File: src/rtl/stitch_pkg.sv
// Shared definitions for the two-camera stitch scheduler: default geometry,
// FSM state encoding and a frame-size helper.
package stitch_pkg;

  localparam int DATA_W_DEF = 8;
  localparam int LINE_W_DEF = 4;
  localparam int LINES_DEF  = 2;

  // Pixels captured per camera frame.
  function automatic int frame_px(input int line_w, input int lines);
    return line_w * lines;
  endfunction

  localparam int FRAME_PX = frame_px(LINE_W_DEF, LINES_DEF);

  typedef enum logic [2:0] {
    IDLE = 3'd0,
    CAP0 = 3'd1,
    CAP1 = 3'd2,
    READ = 3'd3,
    DONE = 3'd4
  } state_t;

endpackage

File: src/rtl/stitch_addr_gen.sv
// Combinational read-order address map: index k walks the stitched output
// raster (cam0 line segment, then cam1 line segment) and is translated to
// the buffer location, with cam1 stored in the upper half.
module stitch_addr_gen
  import stitch_pkg::*;
#(
  parameter int LINE_W     = LINE_W_DEF,
  parameter int LINES      = LINES_DEF,
  parameter int FRAME_PX_P = FRAME_PX,
  parameter int ADDR_W     = $clog2(2 * LINE_W * LINES)
) (
  input  logic [ADDR_W-1:0] k,
  output logic [ADDR_W-1:0] addr
);

  logic [ADDR_W-1:0] line_s;
  logic [ADDR_W-1:0] col_s;

  // Split k into stitched line/column and pick the camera half.
  always_comb begin
    line_s = k / ADDR_W'(2 * LINE_W);
    col_s  = k % ADDR_W'(2 * LINE_W);
    if (col_s < ADDR_W'(LINE_W)) begin
      addr = line_s * ADDR_W'(LINE_W) + col_s;
    end else begin
      addr = ADDR_W'(FRAME_PX_P) + line_s * ADDR_W'(LINE_W) + (col_s - ADDR_W'(LINE_W));
    end
  end

endmodule

File: src/rtl/stitch_scheduler.sv
// Frame-buffer sequencer for a two-camera stitcher: captures one cam0 frame
// and one cam1 frame into disjoint buffer halves, then reads them back
// side-by-side to a ready/valid pixel sink.
// Optional feature macro: STITCH_CHECKSUM_EN (16-bit running sum of output
// pixels on the checksum port; tied to zero when undefined).
module stitch_scheduler
  import stitch_pkg::*;
#(
  parameter  int DATA_W = DATA_W_DEF,
  parameter  int LINE_W = LINE_W_DEF,
  parameter  int LINES  = LINES_DEF,
  localparam int ADDR_W = $clog2(2 * LINE_W * LINES)
) (
  input  logic              clk,
  input  logic              erst,
  input  logic              start,
  input  logic              pause,
  output logic [1:0]        cam_enable,
  input  logic [1:0]        cam_valid,
  input  logic [DATA_W-1:0] cam0_data,
  input  logic [DATA_W-1:0] cam1_data,
  output logic              mem_on,
  output logic              mem_rw,
  output logic [ADDR_W-1:0] mem_addr,
  output logic [DATA_W-1:0] mem_wdata,
  input  logic [DATA_W-1:0] mem_rdata,
  output logic              out_valid,
  output logic [DATA_W-1:0] out_data,
  input  logic              out_ready,
  output logic              busy,
  output logic              done,
  output logic [15:0]       checksum
);

  localparam int                CAM_PX    = frame_px(LINE_W, LINES);
  localparam logic [ADDR_W-1:0] PIX_LAST  = ADDR_W'(CAM_PX - 1);
  localparam logic [ADDR_W-1:0] CAM1_BASE = ADDR_W'(CAM_PX);
  localparam logic [ADDR_W-1:0] K_LAST    = ADDR_W'(2 * CAM_PX - 1);

  state_t            state_r;
  state_t            state_nx_s;
  logic [ADDR_W-1:0] pix_r;
  logic [ADDR_W-1:0] k_r;
  logic [ADDR_W-1:0] rd_addr_s;
  logic              rd_pending_r;
  logic              issued_all_r;
  logic              out_valid_r;
  logic [DATA_W-1:0] out_data_r;
  logic              busy_r;
  logic              done_r;
  logic              wr_s;
  logic              rd_s;
  logic              hs_s;
  logic              start_ok_s;

  stitch_addr_gen #(
    .LINE_W     (LINE_W),
    .LINES      (LINES),
    .FRAME_PX_P (CAM_PX),
    .ADDR_W     (ADDR_W)
  ) u_addr_gen (
    .k    (k_r),
    .addr (rd_addr_s)
  );

  assign hs_s       = out_valid_r && out_ready;
  assign start_ok_s = (state_r == IDLE) && start;

  // Next-state and memory/camera strobes; a write or read only happens in
  // the same cycle its qualifying inputs are seen.
  always_comb begin
    state_nx_s = state_r;
    cam_enable = 2'b00;
    wr_s       = 1'b0;
    rd_s       = 1'b0;
    mem_on     = 1'b0;
    mem_rw     = 1'b0;
    mem_addr   = {ADDR_W{1'b0}};
    mem_wdata  = {DATA_W{1'b0}};
    case (state_r)
      IDLE: begin
        if (start) begin
          state_nx_s = CAP0;
        end else begin
          state_nx_s = IDLE;
        end
      end
      CAP0: begin
        if (!pause) begin
          cam_enable = 2'b01;
          if (cam_valid[0]) begin
            wr_s      = 1'b1;
            mem_on    = 1'b1;
            mem_rw    = 1'b1;
            mem_addr  = pix_r;
            mem_wdata = cam0_data;
            if (pix_r == PIX_LAST) begin
              state_nx_s = CAP1;
            end else begin
              state_nx_s = CAP0;
            end
          end else begin
            state_nx_s = CAP0;
          end
        end else begin
          state_nx_s = CAP0;
        end
      end
      CAP1: begin
        if (!pause) begin
          cam_enable = 2'b10;
          if (cam_valid[1]) begin
            wr_s      = 1'b1;
            mem_on    = 1'b1;
            mem_rw    = 1'b1;
            mem_addr  = CAM1_BASE + pix_r;
            mem_wdata = cam1_data;
            if (pix_r == PIX_LAST) begin
              state_nx_s = READ;
            end else begin
              state_nx_s = CAP1;
            end
          end else begin
            state_nx_s = CAP1;
          end
        end else begin
          state_nx_s = CAP1;
        end
      end
      READ: begin
        // One read in flight at most; the output register must be empty.
        if (!rd_pending_r && !out_valid_r && !pause && !issued_all_r) begin
          rd_s     = 1'b1;
          mem_on   = 1'b1;
          mem_addr = rd_addr_s;
        end else begin
          rd_s = 1'b0;
        end
        if (hs_s && issued_all_r) begin
          state_nx_s = DONE;
        end else begin
          state_nx_s = READ;
        end
      end
      DONE: begin
        state_nx_s = IDLE;
      end
      default: begin
        state_nx_s = IDLE;
      end
    endcase
  end

  // FSM state register.
  always_ff @(posedge clk or negedge erst) begin
    if (!erst) begin
      state_r <= IDLE;
    end else begin
      state_r <= state_nx_s;
    end
  end

  // Capture pixel counter, shared by both camera phases.
  always_ff @(posedge clk or negedge erst) begin
    if (!erst) begin
      pix_r <= {ADDR_W{1'b0}};
    end else if (start_ok_s) begin
      pix_r <= {ADDR_W{1'b0}};
    end else if (wr_s) begin
      if (pix_r == PIX_LAST) begin
        pix_r <= {ADDR_W{1'b0}};
      end else begin
        pix_r <= pix_r + ADDR_W'(1);
      end
    end else begin
      pix_r <= pix_r;
    end
  end

  // Read index and in-flight tracking.
  always_ff @(posedge clk or negedge erst) begin
    if (!erst) begin
      k_r          <= {ADDR_W{1'b0}};
      issued_all_r <= 1'b0;
      rd_pending_r <= 1'b0;
    end else begin
      rd_pending_r <= rd_s;
      if (start_ok_s) begin
        k_r          <= {ADDR_W{1'b0}};
        issued_all_r <= 1'b0;
      end else if (rd_s) begin
        k_r <= k_r + ADDR_W'(1);
        if (k_r == K_LAST) begin
          issued_all_r <= 1'b1;
        end else begin
          issued_all_r <= issued_all_r;
        end
      end else begin
        k_r          <= k_r;
        issued_all_r <= issued_all_r;
      end
    end
  end

  // Output register: load returning read data, hold until the sink takes it.
  always_ff @(posedge clk or negedge erst) begin
    if (!erst) begin
      out_valid_r <= 1'b0;
      out_data_r  <= {DATA_W{1'b0}};
    end else if (rd_pending_r) begin
      out_valid_r <= 1'b1;
      out_data_r  <= mem_rdata;
    end else if (hs_s) begin
      out_valid_r <= 1'b0;
    end else begin
      out_valid_r <= out_valid_r;
    end
  end

  // Status flags registered from the next state so they align with it.
  always_ff @(posedge clk or negedge erst) begin
    if (!erst) begin
      busy_r <= 1'b0;
      done_r <= 1'b0;
    end else begin
      busy_r <= (state_nx_s != IDLE);
      done_r <= (state_nx_s == DONE);
    end
  end

`ifdef STITCH_CHECKSUM_EN
  logic [15:0] checksum_r;

  // Running modular sum of accepted output pixels, restarted by each run.
  always_ff @(posedge clk or negedge erst) begin
    if (!erst) begin
      checksum_r <= 16'h0000;
    end else if (start_ok_s) begin
      checksum_r <= 16'h0000;
    end else if (hs_s) begin
      checksum_r <= checksum_r + 16'(out_data_r);
    end else begin
      checksum_r <= checksum_r;
    end
  end

  assign checksum = checksum_r;
`else
  assign checksum = 16'h0000;
`endif

  assign out_valid = out_valid_r;
  assign out_data  = out_data_r;
  assign busy      = busy_r;
  assign done      = done_r;

endmodule

File: config.mk
export PLATFORM = sky130hd
export DESIGN_NAME = stitch_scheduler
export DESIGN_NICKNAME = d
export VERILOG_FILES = /design/src/rtl/stitch_pkg.sv /design/src/rtl/stitch_addr_gen.sv /design/src/rtl/stitch_scheduler.sv
export SDC_FILE = /design/constraint.sdc
export NUM_CORES = 1
export LEC_CHECK = 0
export CAP_MARGIN = 10
export CORE_MARGIN = 1.5
export CORE_UTILIZATION = 43
export DETAILED_ROUTE_END_ITERATION = 10
export GPL_ROUTABILITY_DRIVEN = 1
export GPL_TIMING_DRIVEN = 0
export PLACE_DENSITY = 0.86
export SLEW_MARGIN = 10
export SYNTH_ARGS = -nofsm -noshare
export SYNTH_HDL_FRONTEND = slang
export SYNTH_SLANG_ARGS = --single-unit
export TNS_END_PERCENT = 5
File: constraint.sdc
create_clock -name clk -period 2.8 [get_ports clk]
set_input_delay 0.42 -clock clk [delete_from_list [all_inputs] [get_ports clk]]
set_output_delay 0.42 -clock clk [all_outputs]
set_load 0.01 [all_outputs]
==> qor.txt, run 1 <==
die area - 3680 sq um
layout cell share with drive strength beyond 1 - 20.0%
Worst Path Class, Setup - reg2out
commonest non-fill, non-tap cell in the layout - clkdlybuf4s50_1
Synth Area in XOR/XNOR - 0%
FMAX - 366 MHz
Core Box Area - 3100 sq um
Die H - 60.7 microns
synthesized flop and latch total - 24
RSZ-0062 raised after global routing - false
P per Cell Area - 669 nW/um^2
Detail Route Antenna Nets - 0
Clock Skew - 25.0 ps
Storage cell area - 601 sq um
Vias - 1361
CTS tree - yes
Top-Level Pins - 74
placed cell count - 257
pin count of the biggest net entering global routing - 25
Reg2Reg Capture Point - pix_r[3]$_DFFE_PN0P_
worst skew pair latency - 330 ps
crit end category - primary output
routability cong. - 0.782
GRT Residual Overflow - 0
Simple-Gate Fraction of Synth Area - 20.4%
worst slack at placement - -194 ps
drt first pass iters - 4
synth unique cells - 41
total track usage - 22.2%
setup slack on the worst flop-to-flop path - 1000 ps
syn avg cell area - 10.2 sq um
CTS Buf Count - 3
commonest register cell after synthesis - dfrtp_1
Final setup viols - 0
via/cell ratio - 5.16
r2r startpoint - state_r[2]$_DFF_PN0_
hold_buf cts - 0
initial DRC count - 40
Non-Filler Instances - 264
DP Area - 2110 sq um
Area contributors post-synth - dfrtp_1 (42%), buf_4 (8.4%), a22o_1 (6.7%), mux2_2 (6.3%), mux2i_1 (2.8%)
Rel. slew slack - 30.4%
fin crit period - 2730 ps
Root Driver - clkbuf_4
fillcell total - 244
start point of the critical path - out_valid$_DFFE_PN0P_
htree depth - 1
# diodes - 0
leakage power - 1.16 nW
CP Launch Type - flop
Worst Path Required - 2380 ps
most frequent cells in the layout - clkdlybuf4s50_1 (47), dfrtp_1 (24), buf_4 (19)
largest family of logic cells by synthesized area - simple AND/OR/NAND/NOR gates
mux contribution to synthesized area - 9.09%
drt drc - 0
top cell type by total area after synthesis - dfrtp_1
fin nets - 254
CP arrival - 2310 ps
fin worst setup slack - 70.5 ps
Post-Synth Adder-Cell Area - 1.75%
Compound-Gate Fraction of Synth Area - 15.5%
Slew Limit Fails - 0
initial antenna violation count - 0
Slew @ Worst Pin - 1040 ps
EDFF count, synth - 0
Rows - 20
buffers added on ports - 57
CTS max path bufs - 2
share of the synthesized area in the top cell type - 42.0%
Peak VDD IR - 580 uV
Syn-to-layout area delta - 55.2%
post-layout util - 71.6%
Ys Warns - 0
cell area after layout - 2220 sq um
first-pass GRT wire length - 6110 microns
synthesized cell area - 1430 sq um
Post-Syn Instances - 141
Final Hold Fails - 0
Post-Route WL - 3890 microns
status - complete, no violations
Seq/Total Area, Yosys - 42.0%
area of the multi-input gates - 742 sq um
HPWL Detailed - 2980 microns
Die X - 60.7 microns
Worst-path clk slew - 150 ps
Worst Path Max Fanout - 6
CP Capture Point - mem_addr[0]
Starting Density - 46.1%
crit share post-route - 97.5%
vias in the first global route - 1308
Tot Pwr - 1.49 mW
ys async rst share - 100%
TritonCTS Sinks - 24
WL/cell - 14.7 microns
Tightest Hold Check Type - reg2reg
Reg2Reg Depth - 4
number of max-cap violations - 0
Yosys cell counts (3+ instances only):
cell type	number
nand2b_1	4
dfrtp_1	24
nand3b_1	3
o21ai_0	4
mux2_2	8
buf_4	16
clkbuf_1	3
nand3_1	6
a22o_1	11
mux2i_1	4
a21oi_1	3
nand2_1	7
o211ai_1	3
and3b_1	4
nor2_1	7
how the worst min path moves through the flow:
stage | cells after the start | slack (ps) | endpoint | start
after global placement | 1 | 490 | out_data[0]$_DFFE_PN0P_ | out_data[0]$_DFFE_PN0P_
after CTS | 1 | 530 | out_data[4]$_DFFE_PN0P_ | out_data[4]$_DFFE_PN0P_
after floorplan | 0 | 120 | busy$_DFF_PN0_ | erst
final | 1 | 520 | out_data[1]$_DFFE_PN0P_ | out_data[1]$_DFFE_PN0P_
after detailed placement | 1 | 500 | out_data[4]$_DFFE_PN0P_ | out_data[4]$_DFFE_PN0P_
after global routing | 1 | 550 | out_data[6]$_DFFE_PN0P_ | out_data[6]$_DFFE_PN0P_
sequential cells by signal (all words and copies together) (netlist names):
name,cells
busy,1
done,1
issued_all_r,1
k_r,4
out_data,8
out_valid,1
pix_r,4
rd_pending_r,1
state_r,3
through the flow:
| stage | TNS (ps) | hold slack [ps] |
|---|---|---|
| detailed placement | -1450 | 501 |
| floorplan | 0 | 124 |
| CTS | 0 | 531 |
| finish | 0 | 522 |
| global placement | -773 | 490 |
| global route | 0 | 554 |
cells by family after synthesis:
logic type,after synthesis
mux,12
simple gates,48
fa+ha+maj,2
buf+inv,25
other cells,1
flops,24
compound gates,29
power breakdown:
part           switching (mW)  total, mW  internal [mW]
logic                   0.310      0.692          0.382
clock network           0.111      0.256          0.145
registers              0.0849      0.538          0.453
worst max-delay path, stage by stage, from the launching register on:
cell and delay (ps):
dfrtp_1 460, or4_4 580, nor2_4 200, a22o_1 190, clkdlybuf4s50_1 540
timing repair:
item                                    4_1_cts  5_1_grt
pin swaps                                     3        0
buffers inserted                              3        0
cloned                                        0        0
endpoints found under the setup margin       13       13
resized for setup                             5       10
per-layer routing:
layer,track usage [%],part of all wire (%),vias up
li1,-,-,641
met1,28.2,39,664
met2,39.8,55,49
met3,4.05,5.3,7
met4,4.35,1.1,0
met5,0,0,-
area by class of cell:
type	instances	share of cell area, %
buffer	23	6.87
sequential	24	27.0
clock buffer	3	1.01
inverter	2	0.338
tap	44	2.48
timing repair buffer	60	27.5
multi-input combinational	107	33.4
clock inverter	1	1.35
No activity file was read; power rests on OpenSTA's default activity.
==> inputs of run 2 (changes only) <==
--- a/config.mk
+++ b/config.mk
@@ -5,8 +5,8 @@
 export SDC_FILE = /design/constraint.sdc
 export NUM_CORES = 1
 export LEC_CHECK = 0
-export CAP_MARGIN = 10
-export CORE_MARGIN = 1.5
+export CAP_MARGIN = 0
+export CORE_MARGIN = 2
 export CORE_UTILIZATION = 43
 export DETAILED_ROUTE_END_ITERATION = 10
 export GPL_ROUTABILITY_DRIVEN = 1
==> qor.txt, run 2 (same netlist as run 1, synthesis figures left out) <==
initial DRC count - 45 (+13%)
Worst Path Class, Setup - reg2out
Core Box Area - 3100 sq um (unchanged)
drt first pass iters - 7 (+3)
first-pass GRT wire length - 5920 microns (-3.2%)
worst skew pair latency - 330 ps (about the same)
htree depth - 1 (unchanged)
Detail Route Antenna Nets - 0 (unchanged)
Worst Path Required - 2380 ps (about the same)
Largest register FFs - 8 (unchanged)
Die H - 61.7 microns (+1.6%)
fin nets - 252 (-0.79%)
initial antenna violation count - 0 (unchanged)
Clock Skew - 9.09 ps (-15.9 ps)
via/cell ratio - 5.18 (+0.39%)
Final Hold Fails - 0 (unchanged)
Syn-to-layout area delta - 54.6%
number of max-cap violations - 0 (unchanged)
pin count of the biggest net entering global routing - 25 (unchanged)
hold_buf cts - 0 (unchanged)
crit-path max cell delay - 530 ps (-50 ps)
HPWL Detailed - 2850 microns (-4.6%)
leakage power - 1.16 nW (about the same)
CTS Buf Count - 3 (unchanged)
total track usage - 21.1% (-1.1 points)
RSZ-0062 raised after global routing - true
status - complete, no violations
die area - 3810 sq um (+3.3%)
layout cell share with drive strength beyond 1 - 19.3% (-0.73 points)
crit share post-route - 96.8% (-0.64 points)
fin crit period - 2710 ps (-18.0 ps)
Worst-path clk slew - 140 ps (about the same)
CTS max path bufs - 2 (unchanged)
CP Launch Type - flop
CP Cell Sequence - clkbuf_2 > nor2_1 > o21a_2 > a22o_1 > clkdlybuf4s50_1
Die X - 61.7 microns (+1.6%)
Final setup viols - 0 (unchanged)
CTS tree - yes
post-layout util - 71.3% (-0.24 points)
Slowest cell on crit path - clkdlybuf4s50_1
GRT Residual Overflow - 0 (unchanged)
Post-Route WL - 3810 microns (-2.1%)
CP arrival - 2290 ps (-20 ps)
# diodes - 0 (unchanged)
setup TNS - 0 ps (unchanged)
Worst Path Max Fanout - 9 (+3)
Rel. slew slack - 29.1% (-1.3 points)
Starting Density - 46.1% (unchanged)
worst slack at placement - -161 ps (+32.9 ps)
vias in the first global route - 1293 (-1.1%)
Peak VDD IR - 486 uV (-16%)
commonest non-fill, non-tap cell in the layout - clkdlybuf4s50_1
fin worst setup slack - 88.6 ps (+18.0 ps)
Tightest Hold Check Type - reg2reg
crit end category - primary output
Buf/Inv on CP - 2 (+1)
Slew Limit Fails - 0 (unchanged)
TritonCTS Sinks - 24 (unchanged)
most frequent cells in the layout - clkdlybuf4s50_1 (48), dfrtp_1 (24), buf_4 (18)
CP delay by family, top - buffers and inverters
Rows - 20 (unchanged)
routability cong. - 0.805 (+3.0%)
buffers added on ports - 57 (unchanged)
FMAX - 369 MHz (+0.66%)
Vias - 1356 (-0.37%)
drt drc - 0 (unchanged)
WL/cell - 14.5 microns (-1.3%)
P per Cell Area - 666 nW/um^2 (-0.53%)
Root Driver - clkbuf_4
Top-Level Pins - 74 (unchanged)
Slew @ Worst Pin - 1060 ps (+19.4 ps)
worst hold margin - 525 ps (+3.08 ps)
-- run 2: path summary, 6_finish.rpt --
path | start | to | slack, ps | cells past startpoint
worst max-delay path | state_r[2]$_DFF_PN0_ | mem_addr[0] | 90 | 5
worst max register to register | state_r[0]$_DFF_PN0_ | pix_r[3]$_DFFE_PN0P_ | 1080 | 4
worst min register to register | out_data[1]$_DFFE_PN0P_ | out_data[1]$_DFFE_PN0P_ | 530 | 1
worst min-delay path | out_data[1]$_DFFE_PN0P_ | out_data[1]$_DFFE_PN0P_ | 530 | 1
max in group asynchronous | erst | pix_r[3]$_DFFE_PN0P_ | 1520 | 1
min in group asynchronous | erst | rd_pending_r$_DFF_PN0_ | 650 | 1
-- run 2: area by class of cell --
class | instances | area, sq um
clock buffer | 3 | 22.5
clock inverter | 1 | 30.0
inverter | 2 | 7.51
multi-input combinational | 107 | 742
fill | 249 | 890
buffer | 22 | 148
timing repair buffer | 59 | 608
tap | 44 | 55.1
sequential | 24 | 601
-- run 2: metrics by stage --
step,power (mW),cell area (sq um),std cells
2_1_floorplan,0.885,1490,156
3_3_place_gp,1.17,2110,257
3_5_place_dp,1.20,2110,257
4_1_cts,1.48,2190,263
5_1_grt,1.55,2210,262
6_report,1.47,2210,262
-- run 2: report_power, final --
group	internal [mW]	switching, mW	total [mW]
sequential	0.453	0.0805	0.534
combinational	0.380	0.304	0.684
clock	0.145	0.111	0.256
total	0.978	0.495	1.47
-- run 2: routing by layer --
layer | part of all wire (%) | global-route usage (%)
met1 | 37 | 24.5
met2 | 56 | 37.4
met3 | 5.0 | 3.73
met4 | 1.7 | 10.0
met5 | 0 | 0
-- run 2: repair_timing --
action,in CTS,in global routing
buffers inserted,2,0
pin swaps,1,1
resized for setup,3,10
setup endpoints to repair,13,13
gates cloned,0,0
